[src/rtl/sra_datapath.sv]
// sra_datapath -- register-file datapath for a controller-sequenced
// sqrt(x^2+y^2) approximation. Two 8x8 register files, an add/sub ALU,
// a max/min/shift ALU, an R3 accumulator and a registered output port,
// all joined by a wired-OR source bus selected one-hot by trictrl.
// The block has no sequencing of its own; the controller drives every step.
// Optional build macro: SRA_CONTENTION_CHECK_EN enables the sticky bus_err
// contention detector (otherwise bus_err is tied low).
module sra_datapath (
    input  logic       clk,
    input  logic       rst_n,
    input  logic [7:0] din,
    input  logic       WER1,
    input  logic [2:0] WAR1,
    input  logic       RER1,
    input  logic [2:0] RAR1,
    input  logic       WER2,
    input  logic [2:0] WAR2,
    input  logic       RER2,
    input  logic [2:0] RAR2,
    input  logic       ALU1,
    input  logic [1:0] ALU2,
    input  logic       WER3,
    input  logic       RR3,
    input  logic       OE,
    input  logic [7:0] trictrl,
    input  logic       done,
    output logic [7:0] dout,
    output logic       dout_valid,
    output logic       ready,
    output logic       bus_err
);

    logic [7:0] r_rf1 [0:7];
    logic [7:0] r_rf2 [0:7];
    logic [7:0] r_r3;
    logic [7:0] r_dout;
    logic       r_dout_valid;
    logic       r_ready;
    logic       r_run;

    logic [7:0] w_a;
    logic [7:0] w_b;
    logic [7:0] w_alu1;
    logic [7:0] w_alu2;
    logic [7:0] w_bus;

    // Reset-release qualifier: the edge on which reset is seen released only
    // arms this flag, so no register can be written on that edge.
    always_ff @(posedge clk or negedge rst_n) begin
        if (!rst_n) r_run <= 1'b0;
        else        r_run <= 1'b1;
    end

    // Operand A from RF1 (old contents on a same-cycle write; reads are comb).
    always_comb begin
        w_a = RER1 ? r_rf1[RAR1] : 8'd0;
    end

    // Operand B: R3 takes priority over RF2.
    always_comb begin
        if (RR3)       w_b = r_r3;
        else if (RER2) w_b = r_rf2[RAR2];
        else           w_b = 8'd0;
    end

    // ALU1: add/subtract, naturally modulo 256 at 8 bits.
    always_comb begin
        w_alu1 = ALU1 ? (w_a - w_b) : (w_a + w_b);
    end

    // ALU2: unsigned max/min and the two fixed right shifts of A.
    always_comb begin
        case (ALU2)
            2'b00:   w_alu2 = (w_a >= w_b) ? w_a : w_b;
            2'b01:   w_alu2 = (w_a <= w_b) ? w_a : w_b;
            2'b10:   w_alu2 = w_a >> 1;
            default: w_alu2 = w_a >> 3;
        endcase
    end

    // Wired-OR bus: no select gives 0, multiple selects OR together.
    // trictrl[7:6] are reserved and never drive the bus.
    always_comb begin
        w_bus = ({8{trictrl[0]}} & din)
              | ({8{trictrl[1]}} & w_a)
              | ({8{trictrl[2]}} & w_b)
              | ({8{trictrl[3]}} & w_alu1)
              | ({8{trictrl[4]}} & w_alu2)
              | ({8{trictrl[5]}} & r_r3);
    end

    // RF1 write port, fed from the bus.
    always_ff @(posedge clk or negedge rst_n) begin
        if (!rst_n) begin
            for (int i = 0; i < 8; i++) r_rf1[i] <= 8'd0;
        end else if (r_run && WER1) begin
            r_rf1[WAR1] <= w_bus;
        end
    end

    // RF2 write port, fed from the same bus value.
    always_ff @(posedge clk or negedge rst_n) begin
        if (!rst_n) begin
            for (int i = 0; i < 8; i++) r_rf2[i] <= 8'd0;
        end else if (r_run && WER2) begin
            r_rf2[WAR2] <= w_bus;
        end
    end

    // R3 accumulator load from the bus.
    always_ff @(posedge clk or negedge rst_n) begin
        if (!rst_n)              r_r3 <= 8'd0;
        else if (r_run && WER3)  r_r3 <= w_bus;
    end

    // Output port: dout captures the pre-edge R3; valid pulses for one cycle.
    always_ff @(posedge clk or negedge rst_n) begin
        if (!rst_n) begin
            r_dout       <= 8'd0;
            r_dout_valid <= 1'b0;
        end else if (r_run) begin
            if (OE) r_dout <= r_r3;
            r_dout_valid <= OE;
        end
    end

    // ready is done delayed by one cycle.
    always_ff @(posedge clk or negedge rst_n) begin
        if (!rst_n)     r_ready <= 1'b0;
        else if (r_run) r_ready <= done;
    end

`ifdef SRA_CONTENTION_CHECK_EN
    logic       r_bus_err;
    logic [5:0] w_src;
    logic       w_contend;

    // Contention: two or more real sources, or any reserved select bit.
    always_comb begin
        w_src     = trictrl[5:0];
        w_contend = ((w_src & (w_src - 6'd1)) != 6'd0) || (trictrl[7:6] != 2'b00);
    end

    // Sticky error flag, cleared only by reset.
    always_ff @(posedge clk or negedge rst_n) begin
        if (!rst_n)                  r_bus_err <= 1'b0;
        else if (r_run && w_contend) r_bus_err <= 1'b1;
    end

    assign bus_err = r_bus_err;
`else
    // Reserved select bits have no function without the detector.
    logic w_unused_rsvd;
    assign w_unused_rsvd = &trictrl[7:6];
    assign bus_err       = 1'b0;
`endif

    assign dout       = r_dout;
    assign dout_valid = r_dout_valid;
    assign ready      = r_ready;

endmodule

[config.mk]
export PLATFORM = sky130hd
export DESIGN_NAME = sra_datapath
export DESIGN_NICKNAME = d
export VERILOG_FILES = /design/src/rtl/sra_datapath.sv
export SDC_FILE = /design/constraint.sdc
export NUM_CORES = 1
export LEC_CHECK = 0
export ABC_AREA = 1
export BUFFER_PORTS_ARGS = -buffer_cell sky130_fd_sc_hd__buf_2
export CORE_MARGIN = 4
export CORE_UTILIZATION = 47
export CTS_CLUSTER_DIAMETER = 100
export DETAILED_ROUTE_END_ITERATION = 8
export GPL_TIMING_DRIVEN = 0
export PLACE_DENSITY = 0.67
export SLEW_MARGIN = 20
export SYNTH_ARGS = -nofsm -noshare
export SYNTH_HDL_FRONTEND = slang
export SYNTH_SLANG_ARGS = --single-unit
[constraint.sdc]
create_clock -name clk -period 4.5 [get_ports clk]
set_input_delay 0.9 -clock clk [delete_from_list [all_inputs] [get_ports clk]]
set_output_delay 0.9 -clock clk [all_outputs]
set_load 0.01 [all_outputs]
==> impl_results.md, run 1 <==
- Outcome: finished, final reports clean
- Resized cells post-CTS: 0
- Initial antenna violation count: 0
- Area of the mapped netlist: 8760 um^2
- Fraction of the mapped netlist area in adder cells: 2.60%
- Internal power: 3030 uW
- Clk pin slew, worst setup/hold paths: 60 ps
- Routability Congestion: 0.935
- Critical-path maximum fanout: 10
- Worst VDD drop: 0.000263 V
- Largest net degree at the start of global routing: 79
- Multiplexer area fraction after synthesis: 0.257%
- Least-Margin Pin Slew: 704 ps
- Nets: 1396
- Clk pwr share: 30.5%
- # rows: 49
- Req. time, crit path: 4810 ps
- Die Span Y: 145 um
- RSZ-0062 raised after global routing: no
- Final setup skew: 16.3 ps
- First DRT Iteration DRCs: 742
- Setup bufs post-CTS: 0
- Vias in the first global route: 7760
- Top cells by area, synth: dfrtp_1 (42%), nand2_1 (26%), nand3_1 (6.2%), inv_1 (5.3%), nor2_1 (3.5%)
- Tcrit/Tclk final: 84.8%
- DRT Wirelength: 25700 um
- CORE AREA: 18100 um^2
- Final Hold Fails: 0
- Achievable clock frequency: 262 MHz
- Most frequent cells in the layout: nand2_1 (614), dfrtp_1 (147), inv_1 (124), nand3_1 (108), nor2_1 (81)
- Storage element area: 3680 um^2
- Final setup viols: 0
- Max Cap Viol: 0
- Synth area leader: dfrtp_1
- Commonest non-fill, non-tap cell in the layout: nand2_1
- Drt pass-1 iters: 5
- # H-tree levels: 4
- Sequential share of power: 40.2%
- CTS tree: done
- Avg Inst Size Synth: 6.85 um^2
- Max Slew Vio Count: 0
- Net Sw Frac: 35.6%
- CP Class: input port to flip-flop
- Routed len/inst: 16.3 um
- CTS Buffer Depth: 2
- Net count after synthesis: 1336
- Cts hold-fix bufs: 0
- Synth unique cells: 34
- Post-Synth Simple-Gate Area: 39.2%
- Number of synthesized register bits: 147
- Synth top area share: 42.0%
- Cells after Synth: 1278
- Worst Setup End Kind: flip-flop
- Drt drc: 0
- FILL cells: 1872
- Arrival @ worst endpoint: 4130 ps
- Input/output buffers: 40
- Proportion of layout cells with a drive suffix above 1: 11.3%
- Antenna-violating nets left: 0
- Synth-to-layout area growth: 12.8%
- Worst-skew pair later-pin latency: 430 ps
- IO Count: 52
- Compound-cell area share of the yosys netlist: 6.22%
- N_diodes: 0
- CTS Root Cell: clkbuf_16
- Chip Width: 145 um
- Clock sink total: 147
- P_sw: 1670 uW
- Area of the die: 20900 um^2
- Final HPWL DP: 18200 um
- DR vias: 8214
- Combinational power share: 29.3%
- First-pass GRT wire length: 41100 um
- Multi-input gate area: 4240 um^2
- Initial Utilization: 48.3%
- TritonCTS buffer count: 17
- Synth Area in XOR/XNOR: 0%
- Number of synthesis warnings: 0
- Slew HR: 52.9%
- Clock period minus worst slack: 3820 ps
- TNS Setup: 0 ps
- Leakage: 0.00545 uW
- Total GRT Usage: 25.6%
- Total power: 4700 uW
- Register area share after synthesis: 42.0%
- Startpoint types: input port
- Combinational family with the most area after synthesis: simple AND/OR/NAND/NOR gates
- Worst hold path type: input port to asynchronous set/reset pin
- Via density: 5.20
- Power density over the cells: 476 nW/um^2
- Gr ovfl total: 0
[worst max-delay path: stages]
cell and delay, ps:
buf_2 110, inv_1 100, buf_2 260, o211ai_1 140, nand3_1 140, nand3_1 160, nand2_1 220, ha_1 180
inv_1 80, fa_1 420, nand2_1 90, nand2_1 90, nand2_2 120, nand3_4 140, inv_4 120, nand3_1 90
nand3_1 90, nand3_1 80, nand2_1 80, nand2_2 180, buf_6 230, nand2_1 70, nand2_1 50
[synth_stat cells (all sizes together)]
| library cell | number |
|---|---|
| a211o | 1 |
| a211oi | 2 |
| a21o | 1 |
| a21oi | 37 |
| buf | 32 |
| clkbuf | 5 |
| conb | 2 |
| dfrtp | 147 |
| fa | 2 |
| ha | 15 |
| inv | 140 |
| mux2 | 2 |
| nand2 | 626 |
| nand3 | 116 |
| nand3b | 1 |
| nand4 | 2 |
| nor2 | 88 |
| nor3 | 1 |
| o211ai | 7 |
| o21ai | 49 |
| o221ai | 1 |
| or2 | 1 |
[power by group through the flow]
stage | combinational (uW) | clock [uW] | sequential, uW
2_1_floorplan | 971 | 0 | 1850
3_3_place_gp | 1340 | 0 | 1890
3_5_place_dp | 1370 | 0 | 1900
4_1_cts | 1370 | 1450 | 1880
5_1_grt | 1550 | 1510 | 1930
6_report | 1380 | 1430 | 1890
[area by class of cell]
class / instances / area share, %
tap: 229 / 2.90
timing repair buffer: 41 / 2.41
buffer: 37 / 3.13
clock buffer: 21 / 4.76
sequential: 147 / 37.2
clock inverter: 11 / 1.27
inverter: 140 / 5.40
multi-input combinational: 954 / 42.9
[kinds of logic (layout without fill, tap and decap cells)]
group | count (synthesis) | count (layout)
adders and majority gates | 17 | 17
muxes | 2 | 2
DFF | 147 | 147
and+or+nand+nor | 835 | 835
other | 2 | 2
AOI/OAI and AO/OA | 98 | 98
buffers and inverters | 177 | 250
[metrics by stage]
| stage | cell area, um^2 | std cells | utilization [%] | hold WS, ps | setup WS [ps] |
|---|---|---|---|---|---|
| detailed placement | 9280 | 1548 | 51.1 | 462 | 286 |
| global route | 9880 | 1580 | 54.4 | 470 | 435 |
| global placement | 9240 | 1547 | 50.9 | 457 | 292 |
| floorplan | 8760 | 1278 | - | 444 | 1020 |
| finish | 9880 | 1580 | 54.4 | 422 | 682 |
| CTS | 9880 | 1580 | 54.4 | 451 | 725 |
[layer usage]
metal | wire [um] | up-vias | global-route usage (%)
met2 | 11900 | 266 | 40.4
met3 | 1480 | 35 | 4.17
met1 | 11800 | 3851 | 36.5
met4 | 569 | 0 | 7.71
li1 | - | 4062 | -
met5 | 0 | - | 0
[worst paths after layout]
kind / from / endpoint / slack (ps) / depth (start not counted)
worst max-delay path: RAR2[1] / r_r3[1] / 680 / 23
worst min-delay path: rst_n / r_rf1[12] / 420 / 1
worst max register to register: r_rf2[25] / r_r3[1] / 1220 / 21
worst min register to register: r_rf1[49] / r_rf1[49] / 480 / 2
max in group asynchronous: rst_n / r_rf2[36] / 3300 / 2
min in group clk: r_rf1[49] / r_rf1[49] / 480 / 2
[registers in the layout, summed over array words and instances (netlist names)]
| signal | cells |
|---|---|
| r_rf1 | 64 |
| r_rf2 | 64 |
| ready | 1 |
| r_r3 | 8 |
| dout_valid | 1 |
| dout | 8 |
| r_run | 1 |
(Power assumes the default switching activity.)
==> run 2: changes to the inputs <==
--- a/config.mk
+++ b/config.mk
@@ -12,7 +12,7 @@
 export CTS_CLUSTER_DIAMETER = 100
 export DETAILED_ROUTE_END_ITERATION = 8
 export GPL_TIMING_DRIVEN = 0
-export PLACE_DENSITY = 0.67
+export PLACE_DENSITY = 0.7
 export SLEW_MARGIN = 20
 export SYNTH_ARGS = -nofsm -noshare
 export SYNTH_HDL_FRONTEND = slang
==> constraint.sdc (replaced) <==
create_clock -name clk -period 3.1 [get_ports clk]
set_input_delay 0.62 -clock clk [delete_from_list [all_inputs] [get_ports clk]]
set_output_delay 0.62 -clock clk [all_outputs]
set_load 0.01 [all_outputs]
==> impl_results.md, run 2 (synthesis gave the netlist of run 1 again) <==
- Outcome: finished, final reports clean
- Cts hold-fix bufs: 0 (unchanged)
- Max Slew Vio Count: 0 (unchanged)
- Worst-skew pair later-pin latency: 430 ps (about the same)
- Worst hold path type: input port to asynchronous set/reset pin
- Input/output buffers: 40 (unchanged)
- Area of the die: 20900 um^2 (unchanged)
- Nets: 1432 (+2.6%)
- Leakage: 0.00574 uW (+5.3%)
- Crit path buf inv count: 7 (+1)
- Slew HR: 50.9% (-2.0 points)
- Synth-to-layout area growth: 21.6%
- Clock sink total: 147 (unchanged)
- RSZ-0062 raised after global routing: yes
- Worst path slowest cell: ha_1
- Proportion of layout cells with a drive suffix above 1: 17.8% (+6.4 points)
- First DRT Iteration DRCs: 951 (+28%)
- Clk pin slew, worst setup/hold paths: 60 ps (about the same)
- Die Span Y: 145 um (unchanged)
- Least-Margin Pin Slew: 734 ps (+30.1 ps)
- Final setup skew: 12.7 ps (-3.60 ps)
- Achievable clock frequency: 325 MHz
- Largest net degree at the start of global routing: 92 (+16%)
- Antenna-violating nets left: 0 (unchanged)
- CORE AREA: 18100 um^2 (unchanged)
- Final HPWL DP: 18000 um (-1.2%)
- # rows: 49 (unchanged)
- Routability Congestion: 0.950 (+1.6%)
- Power density over the cells: 680 nW/um^2 (+43%)
- Req. time, crit path: 3420 ps (-1390 ps)
- Max stage delay on crit path: 220 ps (-200 ps)
- # H-tree levels: 4 (unchanged)
- Initial Utilization: 48.3% (unchanged)
- Critical-path maximum fanout: 8 (-2)
- Commonest non-fill, non-tap cell in the layout: nand2_1
- Total GRT Usage: 25.7% (+0.10 points)
- N_diodes: 0 (unchanged)
- TritonCTS buffer count: 17 (unchanged)
- Via density: 5.33 (+2.6%)
- Biggest regs: r_rf1 (64), r_rf2 (64)
- DR vias: 8607 (+4.8%)
- Initial antenna violation count: 0 (unchanged)
- Routed len/inst: 16.6 um (+2.0%)
- CTS Buffer Depth: 2 (unchanged)
- Most common cell on crit path: nand3_1
- Startpoint types: input port
- CP Class: input port to flip-flop
- Worst VDD drop: 0.000442 V (+68%)
- Clock period minus worst slack: 3070 ps
- Final setup viols: 0 (unchanged)
- Vias in the first global route: 8009 (+3.2%)
- Tcrit/Tclk final: 99.1%
- CP top delay family: simple AND/OR/NAND/NOR gates
- CTS tree: done
- Total power: 7240 uW (+54%)
- Chip Width: 145 um (unchanged)
- Arrival @ worst endpoint: 3390 ps (-740 ps)
- TNS Setup: 0 ps (unchanged)
- CTS Root Cell: clkbuf_16
- Worst Setup End Kind: flip-flop
- Drt pass-1 iters: 7 (+2)
- IO Count: 52 (unchanged)
- Max Cap Viol: 0 (unchanged)
- First-pass GRT wire length: 41600 um (+1.3%)
- DRT Wirelength: 26800 um (+4.2%)
- Drt drc: 0 (unchanged)
- Critical-path cell list: buf_4, inv_4, buf_6, buf_4, nand3_1, nand3_1, nand3_1, nand2_2, inv_1, ha_1, a21oi_2, nand2_4, nand2_4, nand3_4, clkinv_4, nand3_1, nand3_1, nand3_2, nand2_2, nand2_4, clkbuf_16, nand2_2, nand2_1
- Gr ovfl total: 0 (unchanged)
- Final Hold Fails: 0 (unchanged)
- Most frequent cells in the layout: nand2_1 (593), dfrtp_1 (147), inv_1 (119), nand3_1 (95), nor2_1 (76)
[run 2: stage by stage]
stage | cell area [um^2] | setup slack, ps | util [%] | hold WS (ps) | instances
final | 10600 | 27.0 | 58.7 | 220 | 1614
after detailed placement | 9300 | -672 | 51.2 | 461 | 1548
after global placement | 9260 | -794 | 51.0 | 456 | 1547
after global routing | 10600 | -84.8 | 58.7 | 255 | 1614
after floorplan | 8770 | 24.1 | - | 324 | 1278
after CTS | 10200 | 1.69 | 56.0 | 259 | 1594
[run 2: final timing paths]
path	slack (ps)	startpoint	end	cells past startpoint
max	30	RAR2[1]	r_r3[2]	23
min in group clk	420	done	ready	2
min	220	rst_n	r_rf1[3]	1
max in group asynchronous	2150	rst_n	r_rf2[33]	2
max reg2reg	110	r_rf2[11]	r_r3[2]	22
min reg2reg	480	dout[1]	dout[1]	2
[run 2: final cells by class]
type	count	area [um^2]
fillers	1622	7500
clock buffers	18	439
clock inverters	12	156
well taps	229	287
repair buffers	75	572
multi-input cells	956	4550
flip-flops and latches	147	3680
plain buffers	37	413
inverters	140	548
[run 2: power by group]
group | total [uW] | leakage (uW) | internal (uW) | switching (uW)
clock | 2120 | 0.000293 | 1280 | 838
combinational | 2370 | 0.00363 | 928 | 1440
sequential | 2750 | 0.00182 | 2440 | 309
total | 7240 | 0.00574 | 4650 | 2590
[run 2: repair_timing]
| action | CTS | global route |
|---|---|---|
| gates cloned | 1 | 3 |
| hold endpoints to repair | 0 | 0 |
| setup buffers | 15 | 17 |
| endpoints found under the setup margin | 121 | 136 |
| resized for setup | 32 | 84 |
| pin swaps | 8 | 22 |
[run 2: per-layer routing]
layer / track usage [%] / share of wire, %
met5: 0 / 0
met3: 4.53 / 7.3
met4: 9.82 / 3.6
met1: 35.8 / 43
met2: 40.3 / 46
==> run 3: changes to the inputs <==
--- a/config.mk
+++ b/config.mk
@@ -5,7 +5,7 @@
 export SDC_FILE = /design/constraint.sdc
 export NUM_CORES = 1
 export LEC_CHECK = 0
-export ABC_AREA = 1
+export ABC_AREA = 0
 export BUFFER_PORTS_ARGS = -buffer_cell sky130_fd_sc_hd__buf_2
 export CORE_MARGIN = 4
 export CORE_UTILIZATION = 47
==> impl_results.md, run 3 <==
- Clock sink total: 147 (unchanged)
- Compound-cell area share of the yosys netlist: 19.7% (+14 points)
- Max stage delay on crit path: 530 ps (+310 ps)
- # H-tree levels: 4 (unchanged)
- Total GRT Usage: 27.6% (+1.9 points)
- Worst hold path type: input port to asynchronous set/reset pin
- Slew HR: 35.4% (-15 points)
- Outcome: finished, violations left
- CTS Buffer Depth: 2 (unchanged)
- Fraction of the mapped netlist area in adder cells: 2.87% (+0.27 points)
- Number of synthesis warnings: 0 (unchanged)
- Least-Margin Pin Slew: 962 ps (+227 ps)
- Antenna-violating nets left: 0 (unchanged)
- Synth-to-layout area growth: 31.8%
- Worst path slowest cell: mux4_2
- Final setup skew: 8.25 ps (-4.47 ps)
- Gr ovfl total: 0 (unchanged)
- Hold_ws: 83.9 ps (-136 ps)
- Top cells by area, synth: dfrtp_1 (46%), a21oi_1 (9.3%), nor2_1 (7.4%), mux4_2 (4.0%), mux2i_1 (3.3%)
- Routability Congestion: 0.920 (-3.2%)
- Startpoint types: input port
- Finished Core Util: 63.0% (+4.4 points)
- Req. time, crit path: 3390 ps (-30 ps)
- Final cell count without fillers: 1161 (-28%)
- Final HPWL DP: 16100 um (-11%)
- DRT Wirelength: 25700 um (-4.1%)
- Most common cell on crit path: buf_4
- Biggest regs: r_rf1 (64), r_rf2 (64)
- Number of synthesized flops with an enable pin: 0 (unchanged)
- Achievable clock frequency: 254 MHz (-22%)
- CTS tree: done
- Avg Inst Size Synth: 9.82 um^2 (+43%)
- First DRT Iteration DRCs: 807 (-15%)
- Max Slew Vio Count: 0 (unchanged)
- Leakage: 0.00422 uW (-26%)
- Commonest cells post-synth: nor2_1 (157), a21oi_1 (148), dfrtp_1 (147)
- Power density over the cells: 747 nW/um^2 (+9.8%)
- DR vias: 7102 (-17%)
- Worst Setup Slack post-DPL: -2010 ps (-1340 ps)
- Arrival @ worst endpoint: 4230 ps (+840 ps)
- Critical-path maximum fanout: 6 (-2)
- Ys flop type: dfrtp_1
- RSZ-0062 raised after global routing: yes
- Most frequent cells in the layout: nor2_1 (156), dfrtp_1 (147), a21oi_2 (74), a21oi_1 (71), buf_2 (43)
- Initial Utilization: 47.8% (-0.41 points)
- Input/output buffers: 42 (+5.0%)
- Proportion of layout cells with a drive suffix above 1: 36.0% (+18 points)
- CTS Root Cell: clkbuf_16
- Total power: 7810 uW (+7.8%)
- Cts hold-fix bufs: 0 (unchanged)
- Synth unique cells: 72 (+110%)
- Cell count after placement: 1071 (-31%)
- Final Hold Fails: 0 (unchanged)
- Area of the mapped netlist: 7930 um^2 (-9.4%)
- Multi-input gate area: 4550 um^2 (-0.14%)
- Die Span Y: 138 um (-4.6%)
- Clock period minus worst slack: 3940 ps (+871 ps)
- Nets: 986 (-31%)
- Max Cap Viol: 0 (unchanged)
- Drt drc: 0 (unchanged)
- Commonest non-fill, non-tap cell in the layout: nor2_1
- Failing checks: negative setup slack
- Chip Width: 138 um (-4.6%)
- Setup ws final: -844 ps (-871 ps)
- # rows: 47 (-4.1%)
- Critical-path cell list: buf_12, buf_12, buf_4, mux4_2, a22oi_2, inv_1, ha_1, buf_6, nor3b_4, o31ai_4, a31oi_4, buf_4, mux2i_1, a211oi_2, nor3_4, buf_4, buf_4, a21oi_1
- Drt pass-1 iters: 6 (-1)
- Register area share after synthesis: 46.4% (+4.4 points)
- Via density: 6.12 (+15%)
- Vias in the first global route: 6986 (-13%)
- First-pass GRT wire length: 39600 um (-4.9%)
- N_diodes: 0 (unchanged)
- Post-Synth Simple-Gate Area: 14.5% (-25 points)
- Synth top area share: 46.4% (+4.4 points)
- IO Count: 52 (unchanged)
- Worst Setup End Kind: flip-flop
- Number of synthesized register bits: 147 (unchanged)
- CP Class: input port to flip-flop
- Clk pin slew, worst setup/hold paths: 60 ps (about the same)
- Routed len/inst: 22.1 um (+33%)
- Multiplexer area fraction after synthesis: 11.0% (+11 points)
- Area of the die: 19000 um^2 (-8.9%)
- Combinational family with the most area after synthesis: compound AO/OA/AOI/OAI gates
- Net count after synthesis: 866 (-35%)
- Synth Area in XOR/XNOR: 0.773% (+0.77 points)
- Synth area leader: dfrtp_1
- Worst VDD drop: 0.000464 V (+4.9%)
- Tcrit/Tclk final: 127% (+28 points)
- CORE AREA: 16600 um^2 (-8.6%)
- Worst-skew pair later-pin latency: 430 ps (about the same)
- Asr flop ratio synth: 100% (unchanged)
- FILL cells: 1302 (-20%)
- Initial antenna violation count: 0 (unchanged)
- TritonCTS buffer count: 17 (unchanged)
- Storage element area: 3680 um^2 (unchanged)
- Largest net degree at the start of global routing: 101 (+9.8%)
- Final setup viols: 136 (+136)
- Cells after Synth: 808 (-37%)
- Most common cell in the synthesized netlist: nor2_1
run 3: cell count changes in the layout (fill, tap and decap cells not counted), moves of 20 or more:
cell and change:
nand2_1 -558, a21oi_1 +37, nand3_1 -88, mux2i_1 +26, clkbuf_1 +20, nor2_1 +80
o21ai_0 -20, a21oi_2 +72, inv_1 -100, nand2_2 -20
run 3: metal layers:
layer / share of wire, % / GRT usage [%]
met1: 40 / 36.2
met2: 48 / 44.3
met3: 7.9 / 5.66
met4: 4.0 / 12.6
met5: 0 / 0
run 3: cells by family after synthesis:
kind of cell / count (synthesis)
simple gates: 259
compound gates: 241
flops: 147
buf+inv: 71
mux: 64
fa+ha+maj: 17
xor+xnor: 7
other cells: 2
run 3: what timing repair did:
action / CTS / global route
hold endpoints to repair: 0 / 0
endpoints found under the setup margin: 136 / 136
resized for setup: 127 / 36
pin swaps: 29 / 11
setup buffers: 45 / 8
gates cloned: 6 / 1
run 3: final timing paths:
| kind | from | end | slack [ps] | cells after the start |
|---|---|---|---|---|
| worst max-delay path | RAR1[0] | r_rf1[43] | -840 | 18 |
| worst min-delay path | rst_n | r_rf2[3] | 80 | 1 |
| worst max register to register | r_rf2[0] | r_rf1[43] | -800 | 17 |
| worst min register to register | ready | ready | 500 | 1 |
| max in group asynchronous | rst_n | r_rf1[13] | 2220 | 2 |
| min in group clk | done | ready | 420 | 2 |
run 3: metrics by stage:
stage	cell area (um^2)	setup TNS, ps
finish	10500	-101310
global placement	8670	-324020
detailed placement	8700	-226870
floorplan	8180	-100830
CTS	10200	-86240
global route	10500	-115380
run 3: critical path, delay by kind of cell:
family | cells | cell delay [ps]
AO/OA/AOI/OAI | 5 | 910
adder cells (fa/ha/maj) | 1 | 330
multiplexers | 2 | 730
buffers and inverters | 8 | 1160
AND/OR/NAND/NOR | 2 | 490
run 3: power by group:
part	switching [uW]	leakage (uW)	internal, uW
registers	345	0.00161	2460
logic	1610	0.00233	1330
clock network	827	0.000280	1230
run 3: layout make-up:
type / instances / share of cell area [%]
buffer: 48 / 3.96
clock buffer: 21 / 4.40
clock inverter: 11 / 1.22
inverter: 23 / 0.850
multi-input combinational: 590 / 43.5
sequential: 147 / 35.2
tap: 220 / 2.63
timing repair buffer: 101 / 8.25
